File: src/rtl/trv_exec_monitor.sv
// Execution monitor for TRV32I: detects ECALL / illegal / stall timeout, drains, latches status.
// Optional simulation X-checking of retire inputs is enabled by defining TRV_MON_XCHECK_EN.
module trv_exec_monitor #(
    parameter int unsigned XLEN         = 32,
    parameter logic [31:0] HALT_INST    = 32'h0000_0073,
    parameter int unsigned DRAIN_CYCLES = 4,
    parameter int unsigned TIMEOUT      = 1024,
    parameter int unsigned TRACE_DEPTH  = 8,
    parameter int unsigned CNT_W        = 32,
    localparam int unsigned IDX_W       = $clog2(TRACE_DEPTH)
) (
    input  logic             clk,
    input  logic             rst,
    input  logic             ret_valid,
    input  logic [XLEN-1:0]  ret_pc,
    input  logic [31:0]      ret_inst,
    output logic             halted,
    output logic [1:0]       halt_cause,
    output logic [XLEN-1:0]  halt_pc,
    output logic [CNT_W-1:0] cycle_cnt,
    output logic [CNT_W-1:0] retire_cnt,
    input  logic [IDX_W-1:0] trace_idx,
    output logic [XLEN-1:0]  trace_pc
);

    localparam int unsigned STALL_W = (TIMEOUT > 0) ? $clog2(TIMEOUT + 1) : 1;
    localparam int unsigned DRAIN_W = (DRAIN_CYCLES > 1) ? $clog2(DRAIN_CYCLES) : 1;
    localparam int unsigned FILL_W  = IDX_W + 1;

    localparam logic [STALL_W-1:0] STALL_LAST = STALL_W'((TIMEOUT > 0) ? TIMEOUT - 1 : 0);
    localparam logic [DRAIN_W-1:0] DRAIN_INIT = DRAIN_W'(DRAIN_CYCLES - 1);
    localparam logic [FILL_W-1:0]  FILL_MAX   = FILL_W'(TRACE_DEPTH);

    localparam logic [1:0] CAUSE_HALT    = 2'd1;
    localparam logic [1:0] CAUSE_ILLEGAL = 2'd2;
    localparam logic [1:0] CAUSE_TIMEOUT = 2'd3;

    typedef enum logic [1:0] {StRun, StDrain, StHalt} state_e;

    state_e             state_q, state_d;
    logic [CNT_W-1:0]   cycle_q, cycle_d;
    logic [CNT_W-1:0]   retire_q, retire_d;
    logic [STALL_W-1:0] stall_q, stall_d;
    logic [DRAIN_W-1:0] drain_q, drain_d;
    logic [IDX_W-1:0]   wptr_q, wptr_d;
    logic [FILL_W-1:0]  fill_q, fill_d;
    logic [1:0]         cause_q, cause_d;
    logic [XLEN-1:0]    cpc_q, cpc_d;
    logic               halted_q, halted_d;
    logic [1:0]         hcause_q, hcause_d;
    logic [XLEN-1:0]    hpc_q, hpc_d;

    logic [XLEN-1:0]    trace_mem [TRACE_DEPTH];
    logic               trace_we;
    logic [XLEN-1:0]    last_pc;
    logic [IDX_W-1:0]   rd_ptr;

    logic               det;
    logic [1:0]         det_cause;
    logic [XLEN-1:0]    det_pc;
    logic               x_valid;
    logic               x_data;

    function automatic logic [CNT_W-1:0] sat_inc(input logic [CNT_W-1:0] v);
        return (&v) ? v : v + CNT_W'(1);
    endfunction

    function automatic logic is_illegal(input logic [31:0] w);
        return (w[1:0] != 2'b11) || (w == 32'h0000_0000) || (&w);
    endfunction

`ifdef TRV_MON_XCHECK_EN
    assign x_valid = $isunknown(ret_valid);
    assign x_data  = $isunknown(ret_inst) || $isunknown(ret_pc);

    always_ff @(posedge clk) begin
        if (state_q == StRun && det) begin
            $display("%0t trv_exec_monitor: halt detected, cause %0d pc %h", $time, det_cause,
                     det_pc);
        end
    end
`else
    assign x_valid = 1'b0;
    assign x_data  = 1'b0;
`endif

    // Unwritten entries are reset to 0, so this also yields 0 for a timeout with no retire.
    assign last_pc = trace_mem[wptr_q - IDX_W'(1)];
    assign rd_ptr  = wptr_q - IDX_W'(1) - trace_idx;

    always_comb begin
        state_d   = state_q;
        cycle_d   = cycle_q;
        retire_d  = retire_q;
        stall_d   = stall_q;
        drain_d   = drain_q;
        wptr_d    = wptr_q;
        fill_d    = fill_q;
        cause_d   = cause_q;
        cpc_d     = cpc_q;
        halted_d  = halted_q;
        hcause_d  = hcause_q;
        hpc_d     = hpc_q;
        trace_we  = 1'b0;
        det       = 1'b0;
        det_cause = 2'd0;
        det_pc    = '0;

        unique case (state_q)
            StRun: begin
                cycle_d = sat_inc(cycle_q);
                if (x_valid) begin
                    det       = 1'b1;
                    det_cause = CAUSE_ILLEGAL;
                    det_pc    = '0;
                end else if (ret_valid) begin
                    retire_d = sat_inc(retire_q);
                    trace_we = 1'b1;
                    wptr_d   = wptr_q + IDX_W'(1);
                    stall_d  = '0;
                    if (fill_q != FILL_MAX) begin
                        fill_d = fill_q + FILL_W'(1);
                    end
                    if (x_data) begin
                        det       = 1'b1;
                        det_cause = CAUSE_ILLEGAL;
                        det_pc    = ret_pc;
                    end else if (ret_inst == HALT_INST) begin
                        det       = 1'b1;
                        det_cause = CAUSE_HALT;
                        det_pc    = ret_pc;
                    end else if (is_illegal(ret_inst)) begin
                        det       = 1'b1;
                        det_cause = CAUSE_ILLEGAL;
                        det_pc    = ret_pc;
                    end
                end else begin
                    if (stall_q != '1) begin
                        stall_d = stall_q + STALL_W'(1);
                    end
                    if (TIMEOUT != 0 && stall_q == STALL_LAST) begin
                        det       = 1'b1;
                        det_cause = CAUSE_TIMEOUT;
                        det_pc    = last_pc;
                    end
                end
                if (det) begin
                    state_d = StDrain;
                    drain_d = DRAIN_INIT;
                    cause_d = det_cause;
                    cpc_d   = det_pc;
                end
            end
            StDrain: begin
                if (drain_q == '0) begin
                    state_d = StHalt;
                end else begin
                    drain_d = drain_q - DRAIN_W'(1);
                end
            end
            StHalt: begin
                halted_d = 1'b1;
                hcause_d = cause_q;
                hpc_d    = cpc_q;
            end
            default: state_d = StRun;
        endcase
    end

    always_ff @(posedge clk or negedge rst) begin
        if (!rst) begin
            state_q  <= StRun;
            cycle_q  <= '0;
            retire_q <= '0;
            stall_q  <= '0;
            drain_q  <= '0;
            wptr_q   <= '0;
            fill_q   <= '0;
            cause_q  <= '0;
            cpc_q    <= '0;
            halted_q <= 1'b0;
            hcause_q <= '0;
            hpc_q    <= '0;
        end else begin
            state_q  <= state_d;
            cycle_q  <= cycle_d;
            retire_q <= retire_d;
            stall_q  <= stall_d;
            drain_q  <= drain_d;
            wptr_q   <= wptr_d;
            fill_q   <= fill_d;
            cause_q  <= cause_d;
            cpc_q    <= cpc_d;
            halted_q <= halted_d;
            hcause_q <= hcause_d;
            hpc_q    <= hpc_d;
        end
    end

    always_ff @(posedge clk or negedge rst) begin
        if (!rst) begin
            for (int i = 0; i < TRACE_DEPTH; i++) begin
                trace_mem[i] <= '0;
            end
        end else if (trace_we) begin
            trace_mem[wptr_q] <= ret_pc;
        end
    end

    assign halted     = halted_q;
    assign halt_cause = hcause_q;
    assign halt_pc    = hpc_q;
    assign cycle_cnt  = cycle_q;
    assign retire_cnt = retire_q;
    assign trace_pc   = ({1'b0, trace_idx} < fill_q) ? trace_mem[rd_ptr] : '0;

endmodule

File: config.mk
export PLATFORM = sky130hd
export DESIGN_NAME = trv_exec_monitor
export DESIGN_NICKNAME = d
export VERILOG_FILES = /design/src/rtl/trv_exec_monitor.sv
export SDC_FILE = /design/constraint.sdc
export NUM_CORES = 1
export LEC_CHECK = 0
export ABC_AREA = 0
export CORE_UTILIZATION = 58
export CTS_CLUSTER_SIZE = 40
export DETAILED_ROUTE_END_ITERATION = 10
export GPL_TIMING_DRIVEN = 0
export PLACE_DENSITY_LB_ADDON = 0.12
export SLEW_MARGIN = 25
export SYNTH_ARGS = -nofsm -noshare
export SYNTH_HDL_FRONTEND = slang
export SYNTH_SLANG_ARGS = --single-unit
File: constraint.sdc
create_clock -name clk -period 7.7 [get_ports clk]
set_input_delay 1.925 -clock clk [delete_from_list [all_inputs] [get_ports clk]]
set_output_delay 1.925 -clock clk [all_outputs]
set_load 0.02 [all_outputs]
==> impl_results.md, run 1 <==
- Syn Std Cell Area: 0.0208 mm^2
- Global-route wire length before repair: 82000 um
- CTS tree: yes
- Synth warnings: 0
- Via density: 6.20
- Synthesized-area fraction occupied by adder cells: 0.00758
- Top Ports: 201
- Drt drc: 0
- Most frequent cells in the layout: dfrtp_1 (411), mux2_2 (260), clkdlybuf4s50_1 (166)
- Distinct cell type count after synthesis: 54
- Final WL: 52700 um
- RSZ-0062 raised after global routing: false
- Part of the power in the clock network: 0.184
- Share of post-route cells with drive strength above 1: 0.277
- Synth Area in XOR/XNOR: 0.0315
- Core area: 0.0349 mm^2
- Setup Skew: 0.0154 ns
- Peak Freq: 132 MHz
- H-Tree Depth: 2
- Clock Sinks: 411
- Post-route minimum period: 7.60 ns
- Initial antenna violation count: 3
- Row cnt: 68
- Post-Syn Instances: 1593
- Sw frac: 0.382
- GPL Wtd Cong: 0.827
- Final Hold Viols: 0
- Post-Layout Cell Count: 2300
- Gr usage total: 0.296
- Register area share after synthesis: 0.495
- Post-synthesis simple-gate area fraction: 0.0751
- CP required: 5.78 ns
- P_sw: 4.65 mW
- Worst hold path class: reg -> reg
- PD cells: 493 mW/mm^2
- Vias: 14270
- Asr flop ratio synth: 1.00
- Crit path kind: in -> out
- Die area: 0.0366 mm^2
- Placed cell count: 2219
- Synth Area in Compound Gates: 0.0458
- NumNets Final: 1892
- Sequential share of power: 0.296
- Tot Pwr: 12.2 mW
- Relative slew margins: 0.277
- Max VDD drop: 0.428 mV
- # Post-CTS Setup Buffers: 0
- Vias in the first global route: 14703
- HPWL Detailed: 34900 um
- Critical Path AT: 5.67 ns
- Fin util: 0.707
- Total grt overflow: 0
- Port buffer count: 167
- Yosys reg bits: 411
- Worst skew pair latency: 0.55 ns
- P_leak: 10.4 nW
- Total CTS buffers: 44
- Largest family of logic cells by synthesized area: multiplexers
- Ys flop type: dfrtp_1
- Max Cap Viol: 0
- Number of synthesized flops with an enable pin: 0
- Initial Util: 0.596
- Final setup fails: 0
- Area Overhead vs Synth: 18.7%
- Chip Height: 191 um
- Outcome: completed
- Drt first pass iters: 5
- Mapped Nets: 1675
- Die width: 191 um
- Crit end category: primary output
- Cell internal pwr: 7.51 mW
- Most common cell after layout, fill and taps aside: dfrtp_1
- Comb pwr share: 0.519
- Iter 0 DRT Violations: 1058
- # hold bufs at CTS: 0
- Crit Path Max Fanout: 10
- WL/cell: 22.9 um
- Nature of the critical path startpoint: input pin
- Mux contribution to synthesized area: 0.311
- Clock Path Buffers: 3
- Post-CTS sizing: 0
- Final clock period utilization by the worst path: 0.987
- Worst slew pin tran: 1.08 ns
- Clock transition at the registers of the reported paths: 0.06 ns
- ANT nets after route: 0
- Max-slew violations: 0
- Pin count of the biggest net entering global routing: 93
- Syn avg cell area: 13.0 um^2
- Clk Tree Root Cell: clkbuf_16
[power groups by stage]
stage	Combinational, mW	Clock (mW)	Sequential [mW]
6_report	6.31	2.24	3.61
5_1_grt	6.70	2.36	3.71
4_1_cts	6.31	2.27	3.58
3_5_place_dp	6.28	0	3.61
3_3_place_gp	6.17	0	3.55
2_1_floorplan	4.18	0	3.55
[stage by stage]
stage,cell area [um^2],hold slack [ns],worst slack (ns),TNS (ns)
3_3_place_gp,23000,0.449,-13.23,-5412.19
3_5_place_dp,23100,0.455,0.184,0
4_1_cts,24700,0.473,0.175,0
5_1_grt,24700,0.490,0.0208,0
2_1_floorplan,20800,0.442,1.90,0
6_report,24700,0.466,0.101,0
[state kept, by name, summed over array words and instances, names as in the netlist]
signal,flops
trace_mem,256
state_q,2
halt_cause,2
drain_q,2
stall_q,11
cause_q,2
halt_pc,32
retire_cnt,32
cycle_cnt,32
fill_q,4
cpc_q,32
halted,1
wptr_q,3
[per-layer routing]
layer | wire length, um | vias to the layer above | global-route usage
met5 | 13 | - | 0
met2 | 25500 | 525 | 0.479
met1 | 22100 | 7364 | 0.399
met3 | 3550 | 113 | 0.0644
met4 | 1530 | 2 | 0.101
li1 | - | 6266 | -
[worst max-delay path, stage by stage]
cell	delay, ns
clkdlybuf4s50_1	0.48
ha_1	0.24
fa_1	0.47
clkbuf_1	0.42
clkbuf_1	0.73
mux4_2	0.36
nand2_1	0.06
a21oi_1	0.31
clkdlybuf4s50_1	0.67
[cells in the mapped netlist (11+ instances only)]
cell	count	area, um^2
and3_1	18	113
mux2_2	260	2930
ha_1	11	138
clkbuf_1	77	289
nor2_1	31	116
inv_1	44	165
nand2_1	142	533
nand3_1	34	170
a21oi_1	72	360
nor3_1	11	55.1
buf_2	29	145
mux2i_1	65	651
o2bb2ai_1	32	280
buf_1	13	48.8
o21ai_0	43	215
dfrtp_1	411	10300
xor2_1	22	193
xnor2_1	51	447
mux4_2	128	2880
nand4_1	27	169
[logic make-up after synthesis]
logic type               after synthesis
AO/OA/AOI/OAI                        158
AND/OR/NAND/NOR                      315
buffers and inverters                169
XOR/XNOR                              74
adder cells (fa/ha/maj)               12
multiplexers                         454
flip-flops                           411
[final timing paths]
check | startpoint | endpoint | slack [ns] | cells past startpoint
min | halted | halted | 0.47 | 1
max in group asynchronous | rst | trace_mem[101] | 4.68 | 4
min in group asynchronous | rst | cpc_q[25] | 1.32 | 1
max reg2reg | wptr_q[0] | cpc_q[13] | 4.23 | 10
min reg2reg | halted | halted | 0.47 | 1
max | trace_idx[0] | trace_pc[13] | 0.10 | 9
[cell type report]
class / count / area, um^2
antenna: 2 / 5.00
buffer: 125 / 537
clock buffer: 62 / 1260
clock inverter: 17 / 265
fill: 2437 / 10200
inverter: 44 / 165
multi-input combinational: 1013 / 9800
sequential: 411 / 10300
tap: 455 / 569
timing repair buffer: 171 / 1790
Power figures use the tool's default switching activity.
==> run 2: changes to the inputs <==
--- a/config.mk
+++ b/config.mk
@@ -6,6 +6,7 @@
 export NUM_CORES = 1
 export LEC_CHECK = 0
 export ABC_AREA = 0
+export CAP_MARGIN = 20
 export CORE_UTILIZATION = 58
 export CTS_CLUSTER_SIZE = 40
 export DETAILED_ROUTE_END_ITERATION = 10
==> constraint.sdc (replaced) <==
create_clock -name clk -period 8 [get_ports clk]
set_input_delay 2 -clock clk [delete_from_list [all_inputs] [get_ports clk]]
set_output_delay 2 -clock clk [all_outputs]
set_load 0.02 [all_outputs]
==> results of run 2 <==
Same layout as run 1 (identical final DEF). Status: completed.
Among the figures that moved: setup slack after placement 0.184 ns -> 0.334 ns; setup slack after layout 0.101 ns -> 0.251 ns; register-to-register setup slack 4.23 ns -> 4.53 ns; total power 12.2 mW -> 11.7 mW; worst IR drop on VDD 0.428 mV -> 0.412 mV
==> run 3: changes to the inputs <==
--- a/config.mk
+++ b/config.mk
@@ -7,7 +7,8 @@
 export LEC_CHECK = 0
 export ABC_AREA = 0
 export CAP_MARGIN = 20
-export CORE_UTILIZATION = 58
+export CORE_UTILIZATION = 60
+export CTS_BUF_LIST = sky130_fd_sc_hd__clkbuf_4 sky130_fd_sc_hd__clkbuf_8
 export CTS_CLUSTER_SIZE = 40
 export DETAILED_ROUTE_END_ITERATION = 10
 export GPL_TIMING_DRIVEN = 0
==> constraint.sdc (replaced) <==
create_clock -name clk -period 8 [get_ports clk]
set_input_delay 2 -clock clk [delete_from_list [all_inputs] [get_ports clk]]
set_output_delay 2 -clock clk [all_outputs]
set_load 0.1 [all_outputs]
==> run 3 against run 2 <==
  * Global-route usage grew 0.86 points
  * Non-clock buffer count increased by 1
  * Final area fell by 0.42%
  * Worst setup slack worse by 0.15 ns
  * Die area is 3.3% lower
  * Largest cell class unchanged
==> impl_results.md, run 3 (synthesized netlist as in run 1, its figures left out) <==
- Setup Skew: 0.0274 ns (+0.0119 ns)
- Initial Util: 0.615 (+0.0194)
- Pin count of the biggest net entering global routing: 89 (-4.3%)
- Post-Layout Cell Count: 2336 (+1.6%)
- CP Buf/Inv Count: 4 (unchanged)
- CP peak stage delay: 0.90 ns (+0.17 ns)
- Crit path kind: in -> out
- Most frequent cells in the layout: dfrtp_1 (411), mux2_2 (260), nand2_1 (142)
- Crit Path Max Fanout: 10 (unchanged)
- CP required: 6.00 ns
- Post-route cell area: 0.0246 mm^2 (-0.42%)
- Relative slew margins: 0.294 (+0.0170)
- Drt drc: 0 (unchanged)
- GPL Wtd Cong: 0.835 (+0.94%)
- NumNets Final: 1919 (+1.4%)
- Slowest cell on crit path: dlygate4sd2_1
- Fin worst setup slack: 0.100 ns
- CP Cell Sequence: clkdlybuf4s50_1, ha_1, fa_1, clkbuf_1, buf_1, mux4_2, nand2_1, a21oi_1, dlygate4sd2_1
- Die width: 188 um (-1.7%)
- Max Cap Viol: 0 (unchanged)
- Initial antenna violation count: 0 (-3)
- Peak Freq: 127 MHz
- HPWL Detailed: 35100 um (+0.72%)
- H-Tree Depth: 3 (+1)
- Global-route wire length before repair: 82600 um (+0.75%)
- Port buffer count: 167 (unchanged)
- Clock Sinks: 411 (unchanged)
- RSZ-0062 raised after global routing: false
- Gr usage total: 0.305 (+0.00863)
- Iter 0 DRT Violations: 1115 (+5.4%)
- Most common cell after layout, fill and taps aside: dfrtp_1
- Post-route minimum period: 7.90 ns
- Drt first pass iters: 5 (unchanged)
- Vias: 14385 (+0.81%)
- Final Hold Viols: 0 (unchanged)
- Worst skew pair latency: 0.63 ns (+0.08 ns)
- Final clock period utilization by the worst path: 0.987
- Worst hold path class: reg -> reg
- Area Overhead vs Synth: 18.2%
- Delay-heaviest family, CP: buffers and inverters
- Critical Path AT: 5.90 ns
- Total CTS buffers: 70 (+59%)
- CTS tree: yes
- Chip Height: 188 um (-1.7%)
- Max-slew violations: 0 (unchanged)
- Die area: 0.0354 mm^2 (-3.3%)
- Pre-CTS setup slack: -0.186 ns
- Placed Area: 0.0232 mm^2 (about the same)
- Nature of the critical path startpoint: input pin
- Clock Path Buffers: 3 (unchanged)
- Final setup fails: 0 (unchanged)
- Clk Tree Root Cell: clkbuf_8
- Share of post-route cells with drive strength above 1: 0.302 (+0.0248)
- Placed cell count: 2213 (-0.27%)
- Worst slew pin tran: 1.06 ns (-0.0288 ns)
- Top reg by flops: trace_mem
- Row cnt: 67 (-1.5%)
- Register Area: 0.0103 mm^2 (unchanged)
- Max FFs per register: 256 (unchanged)
- WL/cell: 22.4 um (-2.3%)
- Top Ports: 201 (unchanged)
- Total grt overflow: 0 (unchanged)
- ANT nets after route: 0 (unchanged)
- Via density: 6.16 (-0.75%)
- Vias in the first global route: 15089 (+2.6%)
- Clock transition at the registers of the reported paths: 0.05 ns (about the same)
- Footprint of the multi-input gates: 0.00980 mm^2 (about the same)
- Final WL: 52300 um (-0.79%)
- Setup TNS: 0 ns (unchanged)
- Core area: 0.0338 mm^2 (-3.2%)
- Final-layout fill cell count: 2321 (-4.8%)
- Crit end category: primary output
- Outcome: completed
[run 3: what timing repair did]
item	CTS	global route
hold buffers	0	0
endpoints found under the setup margin	29	9
endpoints found under the hold margin	0	0
buffers inserted	0	0
gates resized for setup	29	11
[run 3: layout make-up]
| class | instances | area share |
|---|---|---|
| buffer | 125 | 0.0219 |
| tap | 448 | 0.0228 |
| clock buffer | 110 | 0.0555 |
| sequential | 411 | 0.419 |
| multi-input combinational | 1013 | 0.399 |
| clock inverter | 12 | 0.00300 |
| timing repair buffer | 172 | 0.0723 |
| antenna | 1 | 0.000102 |
| inverter | 44 | 0.00672 |
[run 3: final timing paths]
path / startpoint / end / slack, ns / cells after the start
max in group asynchronous: rst / trace_mem[199] / 5.32 / 4
min in group asynchronous: rst / cycle_cnt[19] / 1.30 / 1
setup / recovery: trace_idx[0] / trace_pc[29] / 0.10 / 9
setup reg to reg: wptr_q[0] / cpc_q[30] / 4.50 / 10
hold reg to reg: halted / halted / 0.46 / 1
hold / removal: halted / halted / 0.46 / 1
[run 3: through the flow]
stage / hold slack [ns] / util
5_1_grt: 0.482 / 0.727
3_3_place_gp: 0.448 / 0.681
4_1_cts: 0.468 / 0.727
6_report: 0.465 / 0.727
2_1_floorplan: 0.442 / -
3_5_place_dp: 0.451 / 0.686
[run 3: metal layers]
| layer | GRT usage | routed length (um) |
|---|---|---|
| met4 | 0.113 | 1700 |
| met3 | 0.0679 | 3360 |
| met1 | 0.408 | 21600 |
| met2 | 0.492 | 25600 |
| met5 | 0 | 0 |
Power of run 3 is not shown: default switching activity piles up to over one toggle a cycle in this logic, so the estimate is an artifact.
